### config.mk
export PLATFORM = sky130hd
export DESIGN_NAME = mcu0_fetch
export DESIGN_NICKNAME = d
export VERILOG_FILES = /design/src/rtl/mcu0_pkg.sv /design/src/rtl/mcu0_fetch_fifo.sv /design/src/rtl/mcu0_fetch.sv
export SDC_FILE = /design/constraint.sdc
export NUM_CORES = 1
export LEC_CHECK = 0
export CAP_MARGIN = 20
export CORE_UTILIZATION = 30
export CTS_CLUSTER_SIZE = 40
export DETAILED_ROUTE_END_ITERATION = 16
export GPL_ROUTABILITY_DRIVEN = 0
export SETUP_SLACK_MARGIN = 0.1
export SYNTH_ARGS = -nofsm -noshare
export SYNTH_HDL_FRONTEND = slang
export SYNTH_SLANG_ARGS = --single-unit
### constraint.sdc
create_clock -name clock -period 3.8 [get_ports clock]
set_clock_uncertainty 0.2 [all_clocks]
set_input_delay 0.38 -clock clock [delete_from_list [all_inputs] [get_ports clock]]
set_output_delay 0.38 -clock clock [all_outputs]
set_load 0.02 [all_outputs]
### src/rtl/mcu0_pkg.sv
// Shared MCU0 definitions: opcodes, datapath widths, fetch state encoding.
// MCU0_FETCH_ALIGN_CHECK_EN adds the FAULT state for misaligned redirects.
package mcu0_pkg;

  localparam int unsigned ADDR_W = 12;
  localparam int unsigned WORD_W = 16;

  localparam logic [3:0] OP_LD  = 4'd0;
  localparam logic [3:0] OP_ADD = 4'd1;
  localparam logic [3:0] OP_JMP = 4'd2;
  localparam logic [3:0] OP_ST  = 4'd3;
  localparam logic [3:0] OP_CMP = 4'd4;
  localparam logic [3:0] OP_JEQ = 4'd5;

  typedef enum logic [1:0] {
    IDLE,
    REQ,
    FULL
`ifdef MCU0_FETCH_ALIGN_CHECK_EN
    , FAULT
`endif
  } fetch_state_t;

  typedef struct packed {
    logic [ADDR_W-1:0] pc;
    logic [WORD_W-1:0] ir;
  } fetch_entry_t;

  // Next sequential instruction word; wraps naturally at the top of the 4K space.
  function automatic logic [ADDR_W-1:0] next_word(input logic [ADDR_W-1:0] a);
    return a + ADDR_W'(2);
  endfunction

endpackage

### src/rtl/mcu0_fetch_fifo.sv
// Prefetch buffer: DEPTH-entry FIFO of {pc, ir} with push, pop, flush and occupancy count.
module mcu0_fetch_fifo
  import mcu0_pkg::*;
#(
  parameter int unsigned DEPTH = 2
) (
  input  logic         clock,
  input  logic         reset_n,
  input  logic         push,
  input  logic         pop,
  input  logic         flush,
  input  fetch_entry_t wdata,
  output fetch_entry_t head,
  output logic [2:0]   count
);

  localparam int unsigned PW = (DEPTH > 1) ? $clog2(DEPTH) : 1;

  fetch_entry_t   mem [DEPTH];
  logic [PW-1:0]  rd_ptr;
  logic [PW-1:0]  wr_ptr;
  logic           do_push;
  logic           do_pop;

  function automatic logic [PW-1:0] bump(input logic [PW-1:0] p);
    return (p == PW'(DEPTH - 1)) ? '0 : p + PW'(1);
  endfunction

  assign do_push = push && !flush && (count < 3'(DEPTH));
  assign do_pop  = pop && !flush && (count != '0);

  always_ff @(posedge clock) begin
    if (!reset_n || flush) begin
      rd_ptr <= '0;
      wr_ptr <= '0;
      count  <= '0;
    end else begin
      if (do_push) wr_ptr <= bump(wr_ptr);
      if (do_pop)  rd_ptr <= bump(rd_ptr);
      case ({do_push, do_pop})
        2'b10:   count <= count + 3'd1;
        2'b01:   count <= count - 3'd1;
        default: count <= count;
      endcase
    end
  end

  always_ff @(posedge clock) begin
    if (do_push) mem[wr_ptr] <= wdata;
  end

  assign head = mem[rd_ptr];

endmodule

### src/rtl/mcu0_fetch.sv
// MCU0 instruction fetch: single-outstanding memory requests into a prefetch FIFO.
// MCU0_FETCH_ALIGN_CHECK_EN enables the misaligned-redirect FAULT stop.
module mcu0_fetch
  import mcu0_pkg::*;
#(
  parameter logic [ADDR_W-1:0] RESET_PC = 12'h000,
  parameter int unsigned       DEPTH    = 2
) (
  input  logic              clock,
  input  logic              reset_n,
  output logic              mem_rd,
  output logic [ADDR_W-1:0] mem_addr,
  input  logic              mem_ack,
  input  logic [WORD_W-1:0] mem_rdata,
  output logic [WORD_W-1:0] ir,
  output logic [ADDR_W-1:0] ir_pc,
  output logic              ir_valid,
  input  logic              ir_ready,
  input  logic              redirect,
  input  logic [ADDR_W-1:0] redirect_pc,
  output logic              fault
);

  fetch_state_t      state_q, state_d;
  logic [ADDR_W-1:0] pc_q, pc_d;
  logic [ADDR_W-1:0] tgt_q, tgt_d;
  logic              squash_q, squash_d;

  logic              ack;
  logic              pop;
  logic              push;
  logic              flush;
  logic              halted;
  logic [ADDR_W-1:0] target;
  logic [3:0]        level;
  logic [2:0]        count;
  fetch_entry_t      head;
  fetch_entry_t      wdata;

`ifdef MCU0_FETCH_ALIGN_CHECK_EN
  assign target = redirect_pc;
  assign halted = (state_q == FAULT);
  assign fault  = (state_q == FAULT);
`else
  logic unused_pc_bit0;
  assign unused_pc_bit0 = redirect_pc[0];
  assign target = {redirect_pc[ADDR_W-1:1], 1'b0};
  assign halted = 1'b0;
  assign fault  = 1'b0;
`endif

  assign mem_rd   = (state_q == REQ);
  assign mem_addr = mem_rd ? pc_q : '0;
  assign ack      = mem_rd && mem_ack;

  assign ir_valid = (count != '0);
  assign ir       = ir_valid ? head.ir : '0;
  assign ir_pc    = ir_valid ? head.pc : '0;
  assign pop      = ir_valid && ir_ready;

  // Occupancy after this cycle's push and pop, used to decide whether to re-issue.
  assign level = 4'(count) + 4'd1 - 4'(pop);
  assign wdata = '{pc: pc_q, ir: mem_rdata};

  always_ff @(posedge clock) begin
    if (!reset_n) begin
      state_q  <= IDLE;
      pc_q     <= RESET_PC;
      tgt_q    <= '0;
      squash_q <= 1'b0;
    end else begin
      state_q  <= state_d;
      pc_q     <= pc_d;
      tgt_q    <= tgt_d;
      squash_q <= squash_d;
    end
  end

  always_comb begin
    state_d  = state_q;
    pc_d     = pc_q;
    tgt_d    = tgt_q;
    squash_d = squash_q;
    push     = 1'b0;
    flush    = 1'b0;

    case (state_q)
      IDLE: state_d = REQ;
      REQ: begin
        if (ack) begin
          if (squash_q) begin
            squash_d = 1'b0;
            pc_d     = tgt_q;
          end else begin
            push = 1'b1;
            pc_d = next_word(pc_q);
            if (level >= 4'(DEPTH)) state_d = FULL;
          end
        end
      end
      FULL: if (pop) state_d = REQ;
      default: state_d = state_q;
    endcase

    // Redirect overrides everything above. An in-flight request keeps mem_addr
    // until its ack arrives; the target waits in tgt_q meanwhile.
    if (redirect && !halted) begin
      flush = 1'b1;
      push  = 1'b0;
`ifdef MCU0_FETCH_ALIGN_CHECK_EN
      if (redirect_pc[0]) begin
        state_d  = FAULT;
        squash_d = 1'b0;
      end else
`endif
      if (state_q == REQ && !ack) begin
        squash_d = 1'b1;
        tgt_d    = target;
        pc_d     = pc_q;
        state_d  = REQ;
      end else begin
        squash_d = 1'b0;
        pc_d     = target;
        state_d  = REQ;
      end
    end
  end

  mcu0_fetch_fifo #(
    .DEPTH(DEPTH)
  ) u_fifo (
    .clock   (clock),
    .reset_n (reset_n),
    .push    (push),
    .pop     (pop),
    .flush   (flush),
    .wdata   (wdata),
    .head    (head),
    .count   (count)
  );

endmodule

==> results of run 1 <==
routing by layer:
| metal | vias up | track usage [%] |
|---|---|---|
| li1 | 1337 | - |
| met1 | 1240 | 15.7 |
| met2 | 70 | 21.0 |
| met3 | 14 | 3.07 |
| met4 | 0 | 5.11 |
| met5 | - | 0 |
cell families after synthesis:
logic type / share of synthesized area, %
other: 0.0985
flip-flops: 58.9
AO/OA/AOI/OAI: 10.8
buffers and inverters: 3.81
adder cells (fa/ha/maj): 1.84
multiplexers: 7.62
XOR/XNOR: 1.15
AND/OR/NAND/NOR: 15.8
power by group:
part           switching [mW]  total [mW]  internal (mW)
Clock                   0.352       0.867          0.515
Combinational          0.0926       0.184         0.0919
Sequential             0.0312        1.04           1.01
Total                   0.476        2.09           1.62
cell usage in the layout (no fill, tap or decap), types with 3 or more instances in the layout:
cell and n:
clkdlybuf4s50_1 71, nand3_1 6, dfxtp_1 30, o211ai_1 3
a21boi_0 11, a32o_1 4, conb_1 3, and2_1 10
mux2i_1 29, buf_4 7, edfxtp_1 54, a21oi_1 4
inv_1 11, o31ai_1 3, clkbuf_16 9, o22ai_1 3
nand2b_1 4, nand2_1 33, xor2_1 3, o21ai_0 8
ha_1 4, nor2_1 44, or3_1 3, nor3_1 5
or3b_2 3, o21a_1 5
metrics by stage:
stage	instances	area [um^2]	hold WS, ps	utilization, %
floorplan	339	3820	238	-
global placement	564	4700	246	38.5
detailed placement	564	4700	259	38.5
CTS	580	5000	268	40.9
global route	580	5000	303	40.9
finish	580	5000	261	40.9
sequential cells by signal, indices dropped and copies added (netlist names), named ones only:
register / flops
u_fifo.count: 3
state_q: 2
squash_q: 1
pc_q: 11
tgt_q: 11
u_fifo.rd_ptr: 1
u_fifo.wr_ptr: 1
u_fifo.mem: 54
Yosys cell counts, drive strengths merged (3+ instances only):
cell and instances:
and2 11, nor3 6, inv 11, nor2 46, a21boi 11, a32o 4, or3b 3, nand2 33
a21oi 4, o31ai 3, or3 4, edfxtp 54, o21ai 8, o22ai 3, o21a 5, buf 12
dfxtp 31, o211ai 3, clkbuf 9, nand2b 4, nand3 6, ha 4, mux2i 29, xor2 3
worst max-delay path, cell delays in order, from the launching register on:
cell	delay (ps)
dfxtp_2	880
mux2i_1	160
nor2_1	130
clkdlybuf4s50_1	650
worst max path at each step:
| stage | start | end | slack, ps | cells after the start |
|---|---|---|---|---|
| floorplan | redirect | u_fifo.mem[0][0] | 1020 | 4 |
| global placement | redirect | u_fifo.count[2] | 1030 | 9 |
| detailed placement | redirect | u_fifo.count[2] | 910 | 9 |
| CTS | flip-flop | ir_pc[11] | 1020 | 3 |
| global route | flip-flop | ir_pc[4] | 900 | 3 |
| finish | flip-flop | ir_pc[4] | 1060 | 3 |
cell type report:
| cell class | count | area [um^2] | area share (%) |
|---|---|---|---|
| Tap cell | 168 | 210 | 4.21 |
| Multi-Input combinational cell | 222 | 1440 | 28.8 |
| Timing Repair Buffer | 78 | 763 | 15.3 |
| Clock buffer | 10 | 229 | 4.58 |
| Inverter | 11 | 41.3 | 0.826 |
| Sequential cell | 85 | 2240 | 44.9 |
| Clock inverter | 6 | 70.1 | 1.40 |
==> results by group, run 1 <==
Status
  – Status: finished, final reports clean

Route
  – Met3 WL: 430 um
  – Antenna viol nets, final: 0
  – DRT iter0 DRCs: 199
  – Drt total wl: 8070 um
  – DR WL/cell: 13.9 um
  – M1 wire length: 3690 um
  – Vias: 2661
  – Met2 wire length: 3810 um
  – First-pass iteration count of the detailed router: 4
  – DRC: 0
  – Highest routed layer: met4
  – Via density: 4.59

Floorplan
  – # rows: 40
  – Area of the die: 13200 um^2
  – Num ports: 76
  – Core area: 12200 um^2
  – Die width: 115 um
  – Initial Util: 31.2%
  – Die height: 115 um

Setup path
  – CP Launch Type: flip-flop
  – Reg-to-reg slack, setup: 1120 ps
  – CP arrival: 2160 ps
  – WP data required: 3220 ps
  – Critical Path End Type: output pin
  – RR Endpoint: u_fifo.count[2]
  – Reg2reg path depth: 11
  – Largest fanout on the critical path: 27
  – Critical path type: flip-flop to output pin
  – Worst r2r src: u_fifo.count[0]

Clock network
  – CTS H-tree lvls: 3
  – Clk slew on worst S/H paths: 60 ps
  – Quantity of gates resized following cts: 0
  – Cts-stage hold buffer count: 0
  – Root Buffer: clkbuf_16
  – Clk sinks: 85
  – CTS tree: done
  – Worst-skew pair later-pin latency: 330 ps
  – CTS Buf Count: 9
  – Post-CTS Setup Inserts: 0
  – Max Buffers Root-to-Sink: 2

Placement
  – Place WS: 914 ps
  – PortBufs: 71
  – Hpwl dp: 5630 um

Timing
  – RSZ-0062 raised after global routing: false
  – FMAX: 0.364 GHz
  – Final Hold Viols: 0
  – Setup TNS: 0 ps
  – Worst Tran Pin Value: 973 ps
  – Slew Viols, Final: 0
  – Minimum clock period: 2740 ps
  – Fin crit share: 72.2%
  – Final worst slack: 1060 ps
  – Setup violators final: 0
  – Max_slew headroom: 34.9%

Synthesis
  – Synth Instances: 337
  – Yosys reg bits: 85
  – Top cells by area, synth: edfxtp_1 (43%), dfxtp_1 (16%), mux2i_1 (7.6%)
  – Syn avg cell area: 11.3 um^2
  – Distinct cells, synth: 49
  – Cell Area, Synth: 3810 um^2
  – Post-synth ARST share: 0%
  – Top cell type by total area after synthesis: edfxtp_1
  – Main synth FF type: edfxtp_1
  – Yosys warns: 0
  – Number of synthesized flops with an enable pin: 54
  – Synth top area share: 42.6%
  – Register area share after synthesis: 58.9%

Final layout
  – FILL cells: 1155
  – Fin nets: 445
  – Area delta synth->final: 31.2%
  – Fraction of final layout cells sized beyond drive strength 1: 8.50%
  – Diode count: 0

Global routing
  – Vias in the first global route: 2589
  – GR Overflow Total: 0
  – Initial antenna violation count: 0
  – First-pass GRT wire length: 12900 um
  – Largest net degree at the start of global routing: 29
  – GRT Resource Usage Total: 12.6%

Power and ir drop
  – Max IR drop VDD: 207 uV
  – Pwr/cell area: 419 nW/um^2
  – Total power: 2.09 mW
  – Static leakage: 1.62 nW

Hold path
  – Hold_sp: tgt_q[5]
  – Hold Crit Class: flip-flop to flip-flop
  – Hold Path End: tgt_q[5]
  – Hold depth: 2

Run
  – Max_cap viols: 0
(Power assumes the default switching activity.)
==> run 2, diff against run 1 <==
==> constraint.sdc (replaced) <==
create_clock -name clock -period 2.3 [get_ports clock]
set_clock_uncertainty 0.2 [all_clocks]
set_input_delay 0.23 -clock clock [delete_from_list [all_inputs] [get_ports clock]]
set_output_delay 0.23 -clock clock [all_outputs]
set_load 0.02 [all_outputs]
==> results by group, run 2 (synthesis gave the netlist of run 1 again) <==
Global routing
  – Largest net degree at the start of global routing: 28
  – First-pass GRT wire length: 13000 um
  – Vias in the first global route: 2631
  – Initial antenna violation count: 0
  – GR Overflow Total: 0
  – GRT Resource Usage Total: 12.9%

Final layout
  – Most frequent cells in the layout: edfxtp_1 (54), nor2_1 (43), dlygate4sd2_1 (37)
  – Multi-input gate area: 1450 um^2
  – Most common cell after layout, fill and taps aside: edfxtp_1
  – Final Util: 42.4%
  – Top flop regs: u_fifo.mem x54, pc_q x11, tgt_q x11
  – Register Area: 2250 um^2
  – Fraction of final layout cells sized beyond drive strength 1: 15.0%
  – Max reg flops: 54
  – FILL cells: 1204
  – Largest register by flop count: u_fifo.mem
  – Area delta synth->final: 36.1%
  – Fin nets: 466
  – Diode count: 0

Setup path
  – Crit path cell chain: clkdlybuf4s50_1 > nor2_1 > nand4_1 > ha_2 > inv_1 > fa_2 > xor2_1 > or3_1 > a21oi_1
  – Critical path type: primary input to flip-flop
  – Critical path's slowest cell: clkdlybuf4s50_1
  – CP max stage delay: 560 ps
  – Largest fanout on the critical path: 4
  – CP Launch Type: primary input
  – Critical Path End Type: flip-flop
  – WP data required: 2350 ps
  – CP arrival: 2170 ps

Timing
  – Worst Tran Pin Value: 539 ps
  – RSZ-0062 raised after global routing: false
  – Final Hold Viols: 0
  – Minimum clock period: 2120 ps
  – Max_slew headroom: 63.7%
  – Slew Viols, Final: 0
  – Setup violators final: 0
  – Fin crit share: 92.2%
  – FMAX: 0.471 GHz

Floorplan
  – Area of the die: 13200 um^2
  – Core area: 12200 um^2
  – Die height: 115 um
  – Die width: 115 um
  – Num ports: 76
  – Initial Util: 31.2%
  – # rows: 40

Clock network
  – CTS Buf Count: 9
  – Clk sinks: 85
  – Cts-stage hold buffer count: 0
  – Max Buffers Root-to-Sink: 2
  – CTS H-tree lvls: 3
  – Clk slew on worst S/H paths: 60 ps
  – Root Buffer: clkbuf_16
  – CTS tree: done
  – Worst-skew pair later-pin latency: 330 ps

Power and ir drop
  – Pwr/cell area: 689 nW/um^2
  – Static leakage: 1.91 nW
  – Total power: 3.57 mW
  – Max IR drop VDD: 363 uV

Placement
  – PortBufs: 71
  – Hpwl dp: 5830 um

Route
  – Via density: 4.49
  – DRC: 0
  – First-pass iteration count of the detailed router: 4
  – Drt total wl: 8330 um
  – DRT iter0 DRCs: 136
  – DR WL/cell: 13.9 um
  – Vias: 2698
  – Antenna viol nets, final: 0

Hold path
  – Hold Crit Class: flip-flop to flip-flop

Status
  – Status: finished, final reports clean

Run
  – Max_cap viols: 0
[run 2: layer usage]
metal / part of all wire [%] / wire length, um / track usage [%]
met1: 48 / 3990 / 16.1
met2: 46 / 3860 / 21.5
met3: 4.6 / 381 / 3.65
met4: 1.1 / 92 / 4.42
met5: 0 / 0 / 0
[run 2: final timing paths]
check	start	end	slack [ps]	cells past startpoint
setup reg to reg	u_fifo.count[1]	u_fifo.count[2]	190	10
setup / recovery	redirect	u_fifo.count[2]	180	9
hold reg to reg	tgt_q[6]	tgt_q[6]	260	2
hold / removal	tgt_q[6]	tgt_q[6]	260	2
[run 2: stage by stage]
step / cells / hold WS [ps] / setup TNS [ps] / setup WS [ps] / area, um^2
after floorplan: 339 / 129 / -17.9 / -0.339 / 3830
final: 601 / 260 / 0 / 179 / 5180
after global placement: 583 / 247 / -88.8 / -88.8 / 4870
after global routing: 601 / 268 / 0 / 85.0 / 5180
after detailed placement: 583 / 253 / -172 / -172 / 4870
after CTS: 599 / 261 / 0 / 112 / 5150
[run 2: worst max-delay path: cells and delay by family]
kind	cells	cell delay [ps]
adders and majority gates	2	530
and+or+nand+nor	3	510
AOI/OAI and AO/OA	1	140
buffers and inverters	2	610
xor gates and xnor gates	1	150
[run 2: report_power, final]
group / internal, mW / switching (mW) / total, mW / leakage [nW]
sequential: 1.67 / 0.0314 / 1.70 / 0.748
clock: 0.951 / 0.572 / 1.52 / 0.147
combinational: 0.165 / 0.181 / 0.346 / 1.02
[run 2: layout make-up]
| type | instances | share of cell area [%] |
|---|---|---|
| repair buffers | 99 | 17.5 |
| inverters | 11 | 0.797 |
| flip-flops and latches | 85 | 43.5 |
| multi-input cells | 222 | 28.0 |
| well taps | 168 | 4.06 |
| clock buffers | 10 | 4.42 |
| clock inverters | 6 | 1.69 |
[run 2: repair_timing]
action,in CTS,in global routing
gates resized for setup,45,9
pin swaps,0,1
setup buffers,0,2
endpoints found under the setup margin,40,4
endpoints found under the hold margin,0,0
